### src/rtl/bcd_adder_seq_pkg.sv
// Shared constants and state encoding for the digit-serial BCD adder.
package bcd_adder_seq_pkg;

    localparam logic [3:0] BCD_BLANK = 4'hA;
    localparam logic [3:0] BCD_MAX   = 4'd9;

    typedef enum logic {
        ST_IDLE = 1'b0,
        ST_ADD  = 1'b1
    } state_e;

endpackage

### src/rtl/bcd_digit_add.sv
// One-digit decimal adder: x + y + ci with decimal correction and an invalid-digit flag.
module bcd_digit_add
    import bcd_adder_seq_pkg::*;
(
    input  logic [3:0] x,
    input  logic [3:0] y,
    input  logic       ci,
    output logic [3:0] d,
    output logic       co,
    output logic       bad
);

    logic [4:0] s;

    always_comb begin
        s   = {1'b0, x} + {1'b0, y} + {4'b0000, ci};
        co  = (s > {1'b0, BCD_MAX});
        // Adding 6 modulo 16 skips the six unused codes and yields the decimal digit.
        d   = co ? (s[3:0] + 4'd6) : s[3:0];
        bad = (x > BCD_MAX) || (y > BCD_MAX);
    end

endmodule

### src/rtl/bcd_adder_seq.sv
// N-digit BCD adder processing one digit per clock, LSD first, with start/done handshake.
module bcd_adder_seq
    import bcd_adder_seq_pkg::*;
#(
    parameter  int DIGITS = 4,
    localparam int CW     = (DIGITS > 1) ? $clog2(DIGITS) : 1
) (
    input  logic                  Clock,
    input  logic                  Resetn,
    input  logic                  start,
    input  logic [4*DIGITS-1:0]   a,
    input  logic [4*DIGITS-1:0]   b,
    input  logic                  cin,
    output logic                  busy,
    output logic                  done,
    output logic [4*DIGITS-1:0]   sum,
    output logic                  cout,
    output logic                  error
);

    typedef logic [DIGITS-1:0][3:0] digits_t;

    localparam logic [CW-1:0] LAST = CW'(DIGITS - 1);

    state_e        state_q, state_d;
    logic [CW-1:0] idx_q,   idx_d;
    digits_t       a_q,     a_d;
    digits_t       b_q,     b_d;
    digits_t       sum_q,   sum_d;
    logic          c_q,     c_d;
    logic          cout_q,  cout_d;
    logic          err_q,   err_d;
    logic          busy_q,  busy_d;
    logic          done_q,  done_d;

    logic [3:0]    dig;
    logic          dig_co;
    logic          dig_bad;

    // Single digit adder shared by all positions through the index mux.
    bcd_digit_add u_digit (
        .x   (a_q[idx_q]),
        .y   (b_q[idx_q]),
        .ci  (c_q),
        .d   (dig),
        .co  (dig_co),
        .bad (dig_bad)
    );

    always_comb begin
        // NOTE: every next-state signal defaults to its hold value first so no path infers a latch.
        state_d = state_q;
        idx_d   = idx_q;
        a_d     = a_q;
        b_d     = b_q;
        sum_d   = sum_q;
        c_d     = c_q;
        cout_d  = cout_q;
        err_d   = err_q;
        busy_d  = busy_q;
        done_d  = 1'b0;

        case (state_q)
            ST_IDLE: begin
                if (start) begin
                    a_d     = a;
                    b_d     = b;
                    c_d     = cin;
                    sum_d   = '0;
                    err_d   = 1'b0;
                    idx_d   = '0;
                    busy_d  = 1'b1;
                    state_d = ST_ADD;
                end
            end
            ST_ADD: begin
                sum_d[idx_q] = dig;
                c_d          = dig_co;
                err_d        = err_q | dig_bad;
                idx_d        = idx_q + CW'(1);
                if (idx_q == LAST) begin
                    idx_d   = '0;
                    busy_d  = 1'b0;
                    done_d  = 1'b1;
                    state_d = ST_IDLE;
                    if (err_q || dig_bad) begin
                        // Blank code on every digit makes the downstream 7-segment displays go dark.
                        sum_d  = {DIGITS{BCD_BLANK}};
                        cout_d = 1'b0;
                        err_d  = 1'b1;
                    end else begin
                        cout_d = dig_co;
                    end
                end
            end
            default: state_d = ST_IDLE;
        endcase
    end

    // NOTE: state registers use non-blocking assignments so every flop samples pre-edge values.
    always_ff @(posedge Clock or negedge Resetn) begin
        if (!Resetn) begin
            state_q <= ST_IDLE;
            idx_q   <= '0;
            a_q     <= '0;
            b_q     <= '0;
            sum_q   <= '0;
            c_q     <= 1'b0;
            cout_q  <= 1'b0;
            err_q   <= 1'b0;
            busy_q  <= 1'b0;
            done_q  <= 1'b0;
        end else begin
            state_q <= state_d;
            idx_q   <= idx_d;
            a_q     <= a_d;
            b_q     <= b_d;
            sum_q   <= sum_d;
            c_q     <= c_d;
            cout_q  <= cout_d;
            err_q   <= err_d;
            busy_q  <= busy_d;
            done_q  <= done_d;
        end
    end

    assign busy  = busy_q;
    assign done  = done_q;
    assign sum   = sum_q;
    assign cout  = cout_q;
    assign error = err_q;

endmodule

### config.mk
export PLATFORM = sky130hd
export DESIGN_NAME = bcd_adder_seq
export DESIGN_NICKNAME = d
export VERILOG_FILES = /design/src/rtl/bcd_adder_seq_pkg.sv /design/src/rtl/bcd_digit_add.sv /design/src/rtl/bcd_adder_seq.sv
export SDC_FILE = /design/constraint.sdc
export NUM_CORES = 1
export LEC_CHECK = 0
export CORE_MARGIN = 10
export CORE_UTILIZATION = 35
export DETAILED_ROUTE_END_ITERATION = 7
export SETUP_SLACK_MARGIN = 0.4
export SYNTH_ARGS = -nofsm -noshare
export SYNTH_HDL_FRONTEND = slang
export SYNTH_SLANG_ARGS = --single-unit
### constraint.sdc
create_clock -name Clock -period 3.23 [get_ports Clock]
set_clock_uncertainty 0.15 [all_clocks]
set_input_delay 0.323 -clock Clock [delete_from_list [all_inputs] [get_ports Clock]]
set_output_delay 0.323 -clock Clock [all_outputs]
set_load 0.01 [all_outputs]
==> impl_metrics.yaml <==
logic_synthesis:
  yosys_warnings: 0
  syn_area_mm2: 0.00286
  ys_types: 40
  synth_top_cell_by_area: "dfrtp_1"
  synthArstFlopShare: 1.00
  synth_top_area_frac: 0.490
  synth.avg_cell_area_um2: 9.80
  synthFlopType: "dfrtp_1"
  yosys.cell_count.top_type: "nand2_1"
  yosysSeqAreaShare: 0.490
  synth_nets: 338
  synth_commonest_cells: "104 x nand2_1, 56 x dfrtp_1, 15 x nor2_1, 11 x clkbuf_1"
  synthCells: 292
  synth-seq-cells: 56
  synth_edf_count: 0
  synthTopCellsByArea: "dfrtp_1 49%, nand2_1 14%, mux4_2 4.7%"
sta:
  finalSetupViolCount: 0
  fin_crit_sh: 0.971
  fin_hold_ws_ps: 295
  tightest_slew_ps: 518
  rsz0062_at_grt: "true"
  slew_headroom: 0.655
  max_freq_ghz: 0.319
  fin_tns_setup_ps: 0
  maxSlewViolCount: 0
  hold_violations: 0
  finalCriticalPeriod_ps: 3140
cts:
  htreeDepth: 2
  clk_latency_ps: 310
  cts_buffers: 5
  cts-root-buf: "clkbuf_8"
  cts_sinks: 56
  cts_tree: "done"
  clk_path_buf_depth: 2
  cts.clk_slew.worst_paths_ps: 100
floorplan:
  ioPinCount: 56
  die_w_um: 110
  core_mm2: 0.00785
  die-height_um: 110
  dieArea_mm2: 0.0122
  rows: 32
  start_util: 0.365
final_layout:
  drive_above_1_share: 0.159
  fill_cells: 731
  syn2layout_area_growth_pct: 30.6
  antenna_cells: 0
  layout.nets: 397
setup_path:
  cp.arrival_ps: 3200
  crit_top_cell: "fa_2"
  crit_type: "reg2reg"
  cp_slowest_stage_delay_ps: 540
  crit_buf_inv: 0
  crit_family: "adder cells"
  end_kind: "flip-flop"
  start_kind: "flip-flop"
  path_cells: "mux4_2 > fa_2 > fa_2 > xor2_2 > or4_4 > and4b_4 > a221oi_2"
  slowest_stage: "mux4_2"
  crit_path_max_fanout: 4
  cp_data_required_time_ps: 3300
global_route:
  grt_overflow: 0
  grt_max_degree: 42
  grt_pass1_wl_mm: 11.7
  track_usage: 0.110
  grt_antenna_before_repair: 0
  first_global_vias: 2301
routing:
  dr.pass1.iters: 4
  wl_per_cell_um: 15.1
  wirelength_mm: 6.84
  drt_iter0_markers: 75
  ant_nets: 0
  vias_per_cell: 4.81
  drc: 0
  via_count: 2184
flow_run:
  drv_cap: 0
min_path:
  hp-class: "in2async"
placement:
  gp_congestion: 0.807
  dpl.hpwl_mm: 5.05
  io_buffers: 55
run_status:
  status: "completed"
[final timing paths]
check / startpoint / endpoint / slack [ps] / cells past startpoint
min reg2reg: cout / cout / 330 / 2
max in group asynchronous: Resetn / idx_q[0] / 1760 / 3
min in group Clock: cout / cout / 330 / 2
max: idx_q[0] / sum[7] / 90 / 7
min: Resetn / sum[9] / 290 / 2
max reg2reg: idx_q[0] / sum[7] / 90 / 7
[worst reg2reg max path, stage by stage (launching register included)]
cell      delay [ps]
dfrtp_2          430
mux4_2           550
fa_2             390
fa_2             380
xor2_2           170
or4_4            480
and4b_4          240
a221oi_2         250
[what timing repair did]
action,CTS,global route
pin swaps,5,5
endpoints found under the hold margin,15,0
setup buffers,4,0
gates resized for setup,7,4
gates cloned,0,0
hold buffers,1,0
setup endpoints to repair,12,14
[kinds of logic after synthesis]
family	Yosys count	share of synthesized area
fa+ha+maj	10	0.0490
mux	12	0.0795
flops	56	0.490
xor+xnor	2	0.00612
compound gates	55	0.149
buf+inv	25	0.0389
simple gates	132	0.187
[flip-flops by register name (all words and copies together) (netlist names)]
name and flops:
cout 1, idx_q 2, a_q 16, sum 16, b_q 16, busy 1, c_q 1, state_q 1
error 1, done 1
[routing by layer]
| metal | share of wire | track usage | up-vias |
|---|---|---|---|
| met3 | 0.045 | 0.0292 | 2 |
| li1 | - | - | 1113 |
| met4 | 0.0045 | 0.0207 | 0 |
| met1 | 0.51 | 0.155 | 1023 |
| met5 | 0 | 0 | - |
| met2 | 0.44 | 0.165 | 46 |
[per-stage QoR]
step                instance area (um2)  setup WS [ps]  std cells   util
global route                       3740           15.1        454  0.477
finish                             3740           94.6        454  0.477
floorplan                          2890           44.6        292      -
CTS                                3730           81.2        454  0.475
global placement                   3550            111        441  0.452
detailed placement                 3550           24.6        441  0.452
[layout make-up]
type                            count  area (um2)  share of cell area
Clock buffer                        6        82.6              0.0221
Clock inverter                      2        10.0             0.00268
Inverter                            8        30.0             0.00803
Multi-Input combinational cell    211        1430               0.382
Sequential cell                    56        1400               0.375
Tap cell                          102         128              0.0341
Timing Repair Buffer               69         657               0.176
[layout by cell type, fill, tap and decap left out, drive strengths merged, types with 8 or more instances in the layout]
cell	instances
a21o	8
mux4	8
inv	8
clkdlybuf4s50	54
nand2	104
dfrtp	56
nor2	15
ha	8
buf	14
a21oi	8
o21ai	9
Power is not shown: default switching activity piles up to over one toggle a cycle in this logic, so the estimate is an artifact.
